<file path="src/rtl/uart_pkg.sv">
// Frame constants shared between the TX packer and uart_controller.
package uart_pkg;

  localparam int FRAME_W = 40;

  localparam logic [7:0] HDR_ADS_DATA = 8'h41;
  localparam logic [7:0] HDR_MPR_DATA = 8'h4D;
  localparam logic [7:0] HDR_ADS_REG  = 8'h61;
  localparam logic [7:0] HDR_MPR_REG  = 8'h6D;

  // Slot indices double as o_OVERRUN bit positions; higher index wins arbitration.
  localparam int SRC_ADS = 0;
  localparam int SRC_MPR = 1;
  localparam int SRC_REG = 2;
  localparam int NUM_SRC = 3;

  function automatic logic [FRAME_W-1:0] fmt_short(input logic [7:0] hdr, input logic [15:0] payload);
    return {hdr, payload, 16'h0000};
  endfunction

endpackage

</file>
<file path="src/rtl/sync_fifo_fwft.sv">
// First-word-fall-through FIFO with an occupancy counter; head reads 0 while empty.
module sync_fifo_fwft #(
  parameter int WIDTH = 40,
  parameter int DEPTH = 4,
  parameter int PTR_W = 2
) (
  input  logic             i_CLK,
  input  logic             i_RST,
  input  logic             push,
  input  logic             pop,
  input  logic [WIDTH-1:0] din,
  output logic [WIDTH-1:0] dout,
  output logic             empty,
  output logic             full
);

  localparam logic [PTR_W:0] DEPTH_CNT = (PTR_W+1)'(DEPTH);

  logic [WIDTH-1:0] mem [DEPTH];
  logic [PTR_W-1:0] wr_ptr_reg, rd_ptr_reg;
  logic [PTR_W:0]   count_reg;
  logic             do_push, do_pop;

  assign empty   = (count_reg == '0);
  assign full    = (count_reg == DEPTH_CNT);
  assign do_pop  = pop && !empty;
  // A pop in the same cycle frees the slot the push lands in.
  assign do_push = push && (!full || do_pop);
  assign dout    = empty ? '0 : mem[rd_ptr_reg];

  always_ff @(posedge i_CLK) begin
    if (do_push) mem[wr_ptr_reg] <= din;
  end

  always_ff @(posedge i_CLK or posedge i_RST) begin
    if (i_RST) begin
      wr_ptr_reg <= '0;
      rd_ptr_reg <= '0;
      count_reg  <= '0;
    end else begin
      if (do_push) wr_ptr_reg <= wr_ptr_reg + 1'b1;
      if (do_pop)  rd_ptr_reg <= rd_ptr_reg + 1'b1;
      case ({do_push, do_pop})
        2'b10:   count_reg <= count_reg + 1'b1;
        2'b01:   count_reg <= count_reg - 1'b1;
        default: count_reg <= count_reg;
      endcase
    end
  end

endmodule

</file>
<file path="src/rtl/uart_tx_packer.sv">
// Formats ADS/MPR samples and register replies into 40-bit frames, holds one per
// source in a slot, and arbitrates them into a FWFT FIFO feeding the UART TX path.
module uart_tx_packer
  import uart_pkg::*;
#(
  parameter int FIFO_DEPTH = 4,
  parameter int PTR_W      = 2
) (
  input  logic               i_CLK,
  input  logic               i_RST,
  input  logic               i_STREAM_EN,
  input  logic [31:0]        i_ADS_DATA,
  input  logic               i_ADS_VALID,
  input  logic [15:0]        i_MPR_DATA,
  input  logic               i_MPR_VALID,
  input  logic               i_REG_SRC,
  input  logic [15:0]        i_REG_DATA,
  input  logic               i_REG_VALID,
  output logic [FRAME_W-1:0] o_UART_DATA_TX,
  output logic               o_UART_DATA_TX_VALID,
  input  logic               i_DATA_TX_READY,
  output logic [2:0]         o_OVERRUN,
  input  logic               i_OVERRUN_CLR
);

  logic [NUM_SRC-1:0] slot_stb, slot_pend, slot_move, ovr_set, slot_gated;
  logic [FRAME_W-1:0] new_frame  [NUM_SRC];
  logic [FRAME_W-1:0] slot_frame [NUM_SRC];
  logic [FRAME_W-1:0] push_frame;
  logic               stream_en_reg, stream_fall;
  logic [2:0]         overrun_reg;
  logic               fifo_empty, fifo_full, fifo_pop, fifo_push, can_write;

  assign slot_stb    = {i_REG_VALID, i_MPR_VALID && i_STREAM_EN, i_ADS_VALID && i_STREAM_EN};
  assign slot_gated  = 3'b011;
  assign stream_fall = stream_en_reg && !i_STREAM_EN;

  assign new_frame[SRC_ADS] = {HDR_ADS_DATA, i_ADS_DATA};
  assign new_frame[SRC_MPR] = fmt_short(HDR_MPR_DATA, i_MPR_DATA);
  assign new_frame[SRC_REG] = fmt_short(i_REG_SRC ? HDR_MPR_REG : HDR_ADS_REG, i_REG_DATA);

  genvar gi;
  generate
    for (gi = 0; gi < NUM_SRC; gi++) begin : g_slot
      logic               pend_reg;
      logic [FRAME_W-1:0] frame_reg;

      // A strobe coinciding with this slot's move refills it without counting as overrun.
      assign ovr_set[gi]    = slot_stb[gi] && pend_reg && !slot_move[gi];
      assign slot_pend[gi]  = pend_reg;
      assign slot_frame[gi] = frame_reg;

      always_ff @(posedge i_CLK or posedge i_RST) begin
        if (i_RST) begin
          pend_reg  <= 1'b0;
          frame_reg <= '0;
        end else if (slot_stb[gi]) begin
          pend_reg  <= 1'b1;
          frame_reg <= new_frame[gi];
        end else if (slot_move[gi] || (slot_gated[gi] && stream_fall)) begin
          pend_reg  <= 1'b0;
        end
      end
    end
  endgenerate

  assign fifo_pop  = !fifo_empty && i_DATA_TX_READY;
  assign can_write = !fifo_full || fifo_pop;

  always_comb begin
    slot_move = '0;
    if (can_write) begin
      if (slot_pend[SRC_REG])      slot_move[SRC_REG] = 1'b1;
      else if (slot_pend[SRC_MPR]) slot_move[SRC_MPR] = 1'b1;
      else if (slot_pend[SRC_ADS]) slot_move[SRC_ADS] = 1'b1;
    end
    push_frame = slot_move[SRC_REG] ? slot_frame[SRC_REG] :
                 slot_move[SRC_MPR] ? slot_frame[SRC_MPR] : slot_frame[SRC_ADS];
  end

  assign fifo_push = |slot_move;

  always_ff @(posedge i_CLK or posedge i_RST) begin
    if (i_RST) begin
      stream_en_reg <= 1'b0;
      overrun_reg   <= '0;
    end else begin
      stream_en_reg <= i_STREAM_EN;
      overrun_reg   <= (i_OVERRUN_CLR ? 3'b000 : overrun_reg) | ovr_set;
    end
  end

  assign o_OVERRUN = overrun_reg;

  sync_fifo_fwft #(
    .WIDTH (FRAME_W),
    .DEPTH (FIFO_DEPTH),
    .PTR_W (PTR_W)
  ) u_fifo (
    .i_CLK (i_CLK),
    .i_RST (i_RST),
    .push  (fifo_push),
    .pop   (fifo_pop),
    .din   (push_frame),
    .dout  (o_UART_DATA_TX),
    .empty (fifo_empty),
    .full  (fifo_full)
  );

  assign o_UART_DATA_TX_VALID = !fifo_empty;

endmodule
</file>
<file path="config.mk">
export PLATFORM = sky130hd
export DESIGN_NAME = uart_tx_packer
export DESIGN_NICKNAME = d
export VERILOG_FILES = /design/src/rtl/uart_pkg.sv /design/src/rtl/sync_fifo_fwft.sv /design/src/rtl/uart_tx_packer.sv
export SDC_FILE = /design/constraint.sdc
export NUM_CORES = 1
export LEC_CHECK = 0
export ABC_CLOCK_PERIOD_IN_PS = 8400
export BUFFER_PORTS_ARGS = -buffer_cell sky130_fd_sc_hd__buf_4
export CORE_ASPECT_RATIO = 1.1
export CORE_MARGIN = 1
export CORE_UTILIZATION = 40
export CTS_BUF_LIST = sky130_fd_sc_hd__clkbuf_4
export CTS_CLUSTER_SIZE = 40
export DETAILED_ROUTE_END_ITERATION = 10
export GPL_TIMING_DRIVEN = 1
export HOLD_SLACK_MARGIN = 0.12
export PLACE_DENSITY_LB_ADDON = 0.25
export SYNTH_ARGS = -nofsm -noshare
export SYNTH_HDL_FRONTEND = slang
export SYNTH_HIERARCHICAL = 1
export SYNTH_SLANG_ARGS = --single-unit
</file>
<file path="constraint.sdc">
create_clock -name i_CLK -period 8.4 [get_ports i_CLK]
set_input_delay 0.42 -clock i_CLK [delete_from_list [all_inputs] [get_ports i_CLK]]
set_output_delay 0.42 -clock i_CLK [all_outputs]
set_load 0.01 [all_outputs]
</file>
# Word-level counts from Yosys, hierarchy flattened
# Memory sizes are Yosys's and may differ from the RTL's.
# Index checks and enable logic that the tools add are counted.
[classes]
n_addsub = 4
n_eq_ne = 3
muxes = 20
n_bitwise = 1
reduce_logical = 28
[op_table]
columns = ["op", "count"]
rows = [
  ["2-to-1 mux 40 bit", 2],
  ["2-to-1 mux 39 bit", 1],
  ["logical AND 1 bit", 12],
  ["2-to-1 mux 1 bit", 12],
  ["nonzero test 2 bit", 4],
  ["zero test 1 bit", 6],
  ["2-to-1 mux 3 bit", 2],
  ["case mux 3 bit (2 select lines)", 1],
  ["adder 2 x 1 -> 2 bit, second input constant", 2],
  ["logical OR 1 bit", 4],
  ["2-to-1 mux 4 bit", 1],
  ["adder 3 x 1 -> 3 bit, second input constant", 1],
  ["== test 3 bit, second input constant", 1],
  ["zero test 3 bit", 1],
  ["OR 3 bit", 1],
  ["OR reduction 3 bit", 1],
  ["subtractor 3 x 1 -> 3 bit, second input constant", 1],
  ["== test 2 x 1 -> 1 bit, second input constant", 1],
  ["== test 2 bit, second input constant", 1],
  ["2-to-1 mux 2 bit", 1],
]
[word_totals]
reg_bits = 88
ramBits = 160
output_inout_bits = 44
elab_cells = 68
memories = 1
[memory_table]
columns = ["name", "words", "width", "rd", "rd_clocked_by_memory_dff", "wr", "line", "text"]
rows = [
  ["u_fifo.mem", 4, 40, 1, 0, 1, "sync_fifo_fwft.sv:19", "logic [WIDTH-1:0] mem [DEPTH];"],
]

# Longest topological paths before layout
[logic_depth]
ltp_word = 9
depth_mapped = 14

# Hierarchy
# Netlist, hierarchy kept.
[by_module_without_submodules]
columns = ["module", "instances", "cells_per_inst", "area_per_inst_um2", "seq_area_each_um2"]
rows = [
  ["sync_fifo_fwft", 1, 310, 6561.3, 4979.8],
  ["uart_tx_packer", 1, 307, 3580.9, 1876.8],
]

# Least setup slack after synthesis
# No wires, ideal clock.
[synth_path]
path_kind = "flip-flop to flip-flop"
from = "register u_fifo.count_reg[0]"
to = "memory u_fifo.mem[0][0] (enable)"
setup_time_ns = 0.379
t_arrival_ns = 2.478
required_ns = 8.021
slack_ns = 5.543
stages_incl_launch_ff = 12
n_path_buf = 4
synth_period_minus_slack_ns = 2.857
path_cell_list = "dfrtp_1 > or3_1 > clkbuf_1 > clkbuf_1 > inv_1 > nand2b_1 > buf_6 > and2_1 > nor2_1 > buf_2 > o21a_4 > and2_2"
[synth_between]
elab_chain_cells = 9
[synth_lines]
columns = ["item", "line", "text"]
rows = [
  ["start: declaration", "sync_fifo_fwft.sv:21", "logic [PTR_W:0] count_reg;"],
  ["start signal: assignment", "sync_fifo_fwft.sv:44", "2'b10: count_reg <= count_reg + 1'b1;"],
  ["start signal: assignment", "sync_fifo_fwft.sv:45", "2'b01: count_reg <= count_reg - 1'b1;"],
  ["start signal: assignment", "sync_fifo_fwft.sv:46", "default: count_reg <= count_reg;"],
  ["zero test 3 bit", "sync_fifo_fwft.sv:24", "assign empty = (count_reg == '0);"],
  ["via fifo_empty", "uart_tx_packer.sv:32", "logic fifo_empty, fifo_full, fifo_pop, fifo_push, can_write;"],
  ["zero test 1 bit", "uart_tx_packer.sv:67", "assign fifo_pop = !fifo_empty && i_DATA_TX_READY;"],
  ["logical AND 1 bit", "uart_tx_packer.sv:67", ""],
  ["logical OR 1 bit", "uart_tx_packer.sv:68", "assign can_write = !fifo_full || fifo_pop;"],
  ["2-to-1 mux 3 bit", "uart_tx_packer.sv:72", "if (can_write) begin"],
  ["OR reduction 3 bit", "uart_tx_packer.sv:81", "assign fifo_push = |slot_move;"],
  ["via fifo_push", "uart_tx_packer.sv:32", ""],
  ["logical AND 1 bit", "sync_fifo_fwft.sv:28", "assign do_push = push && (!full || do_pop);"],
  ["2-to-1 mux 1 bit", "sync_fifo_fwft.sv:32", "if (do_push) mem[wr_ptr_reg] <= din;"],
  ["2-to-1 mux 1 bit (not written as such)", "sync_fifo_fwft.sv:32", ""],
  ["end: declaration", "sync_fifo_fwft.sv:19", ""],
]
# The timed path passes the listed nets, and every way through them passes these cells.

# Worst setup path in the final report
[layout_path]
from = "register u_fifo.count_reg[2]"
to = "memory u_fifo.mem[3][5] (enable)"
# The elaborated chain is that of the path after synthesis.

==> impl_metrics.csv <==
group,metric,value,unit
run_status,status,"complete, no violations",
die,ios,117,
flow_run,cap_violations,0,
synth,syn_inst,617,
timing,fin_worst_skew,0.0481,ns
grt,grt_max_degree,58,
final_layout,final_nets,918,
grt,grt_pass1_vias,6383,
timing,fmax,0.268,GHz
synth,synth_seq_cells,242,
route,drcViolationCount,0,
synth,synthesis.area,10100,um^2
route,via_count,5932,
setup_path,cp-start-kind,"register",
final_layout,final_cell_count_no_fill,1196,
die,coreArea,24700,um^2
grt,grt_use_total,0.169,
synth,synth_top_area_share,0.474,
cts,ctsResizeCount,0,
final_layout,synthToLayoutAreaGrowth,25.8,%
die,start_util,0.411,
die,fp.dieH,169,um
setup_path,critPathArrivalTime,3.97,ns
route,viasPerCell,4.96,
timing,period_share,0.443,
synth,yosys_warnings,6,
timing,fin_crit,3.73,ns
timing,finalHoldWorstSlack,0.193,ns
setup_path,worstPathRequired,8.65,ns
cts,cts_tree,"done",
synth,synth_ff_type,"edfxtp_1",
timing,tightest_slew,1.13,ns
route,drt_wl_total,21200,um
place,dp.final_hpwl,12600,um
cts,clk_pin_slew,0.07,ns
synth,yosysSeqAreaShare,0.676,
cts,insertion_delay,0.68,ns
die,fp.dieW,154,um
route,routedWlPerCell,17.7,um
place,place.gp.congestion,0.728,
synth,yosysTopAreaCell,"edfxtp_1",
power_and_ir_drop,p_leak,5.01,nW
setup_path,crit_fanout,40,
setup_path,endpoint_kind,"register",
synth,ys_top_cells_by_area,"edfxtp_1 (47%), dfrtp_1 (20%), mux4_2 (8.9%)",
final_layout,utilization,0.517,
grt,grt_overflow,0,
place,place_inst,1017,
worst_hold_path,hp-class,"input pin to register",
die,die_area,26000,um^2
timing,final-max-slew-violation-count,0,
final_layout,drive_above_1_share,0.383,
route,drtIter0Drc,275,
die,row_count,60,
grt,grt_pass1_wl,34100,um
route,ant_nets,0,
setup_path,worstSetupPathType,"register to register",
synth,synth.distinct_cells,47,
cts,htreeDepth,2,
place,port_buffers,116,
timing,rsz0062_at_grt,"no",
final_layout,antenna_cells,0,
timing,hold_viol,0,
power_and_ir_drop,power.density,341,nW/um^2
cts,cts_root_buffer,"clkbuf_4",
cts,post-cts-setup-buffer-count,0,
cts,numCtsBuffers,59,
route,firstDrtPassIters,4,
cts,cts.sinks,242,
final_layout,largest_register_ffs,160,
synth,synth-edff-count,160,
cts,cts.path.max_buffers,3,
grt,antenna_found_initial,0,
timing,setup_viol,0,
timing,timing.slew.headroom,0.247,
synth,async_flop_share,0.339,
power_and_ir_drop,ir_drop,0.173,mV
timing,setup_tns,0,ns
synth,synth_area_per_cell,16.4,um^2
layer usage:
metal / vias to the layer above / part of all wire / GRT usage
met1: 2914 / 0.43 / 0.219
met2: 198 / 0.48 / 0.279
met3: 37 / 0.065 / 0.0387
met5: - / 0 / 0
li1: 2783 / - / -
met4: 0 / 0.019 / 0.0617
report_power, final:
group | total (mW) | switching, mW | internal, mW | leakage (nW)
registers | 1.94 | 0.213 | 1.73 | 2.46
clock network | 0.998 | 0.446 | 0.552 | 0.478
logic | 1.41 | 0.685 | 0.729 | 2.07
total | 4.35 | 1.34 | 3.01 | 5.01
cell usage after synthesis, types with 3 or more instances:
library cell,instances
edfxtp_1,160
dfrtp_1,82
mux2_2,65
and2_1,41
mux4_2,40
nand2_1,36
nand3_1,34
buf_2,21
nand3b_1,17
nor2b_1,16
a22o_1,15
inv_1,13
clkbuf_1,10
nand2b_1,6
nor2_1,6
buf_6,5
and2_2,4
ha_1,4
xnor2_1,4
a21oi_1,3
buf_4,3
o21ai_0,3
layout by cell type (no fill, tap or decap), drive strengths merged, types with 3 or more instances in the layout:
cell / netlist / layout
and2: 45 / 45
nand2b: 6 / 6
ha: 4 / 4
a22o: 15 / 15
dlygate4sd3: 0 / 72
edfxtp: 160 / 160
dfrtp: 82 / 82
o21ai: 3 / 3
mux4: 40 / 40
nand3: 34 / 34
mux2: 66 / 66
clkbuf: 10 / 98
nor2: 7 / 7
nand2: 38 / 38
nor2b: 16 / 16
buf: 29 / 118
conb: 1 / 12
clkinv: 0 / 9
inv: 13 / 12
nand3b: 17 / 17
a21oi: 4 / 4
xnor2: 4 / 4
final cells by class:
class | instances | area, um^2
fill | 2040 | 11900
sequential | 242 | 6860
multi-input combinational | 334 | 3060
timing repair buffer | 190 | 1610
clock buffer | 98 | 736
tap | 310 | 388
clock inverter | 9 | 60.1
inverter | 13 | 50.0
metrics by stage:
stage,total power [mW],worst slack [ns],cell area (um^2)
2_1_floorplan,2.81,5.54,10200
3_3_place_gp,3.33,4.88,11200
3_5_place_dp,3.39,4.68,11200
4_1_cts,4.43,4.62,12800
5_1_grt,4.62,4.40,12800
6_report,4.35,4.67,12800
final timing paths:
| path | startpoint | end | slack [ns] | cells past startpoint |
|---|---|---|---|---|
| min in group asynchronous | i_RST | u_fifo/wr_ptr_reg[1]$_DFFE_PP0P_ | 0.29 | 3 |
| min | i_REG_VALID | g_slot[2].pend_reg$_DFFE_PP0P_ | 0.19 | 2 |
| max reg2reg | u_fifo/count_reg[2]$_DFFE_PP0P_ | u_fifo/mem[3][5]$_DFFE_PP_ | 4.67 | 7 |
| min reg2reg | g_slot[1].frame_reg[32]$_DFFE_PP0P_ | g_slot[1].frame_reg[32]$_DFFE_PP0P_ | 0.47 | 1 |
| max | u_fifo/count_reg[2]$_DFFE_PP0P_ | u_fifo/mem[3][5]$_DFFE_PP_ | 4.67 | 7 |
| max in group asynchronous | i_RST | g_slot[1].frame_reg[19]$_DFFE_PP0P_ | 6.95 | 4 |
timing repair:
action / in CTS / in global routing
endpoints found under the setup margin: 0 / 0
hold buffers: 72 / 0
endpoints found under the hold margin: 94 / 0
logic make-up after synthesis:
family	count (synthesis)	synth area share
AOI/OAI and AO/OA	37	0.0307
xor gates and xnor gates	5	0.00432
adders and majority gates	5	0.00691
buffers and inverters	52	0.0266
DFF	242	0.676
muxes	106	0.162
other	1	0.000370
and+or+nand+nor	169	0.0925
worst max-delay path: stages (launching register included):
cell and delay [ns]:
dfrtp_1 0.46, or3_1 0.17, inv_1 0.05, nand2b_2 0.52
and2_1 0.40, nor2_1 0.52, o21a_4 0.26, and2_2 0.91
Note: power is estimated with default switching activity, not from simulation.
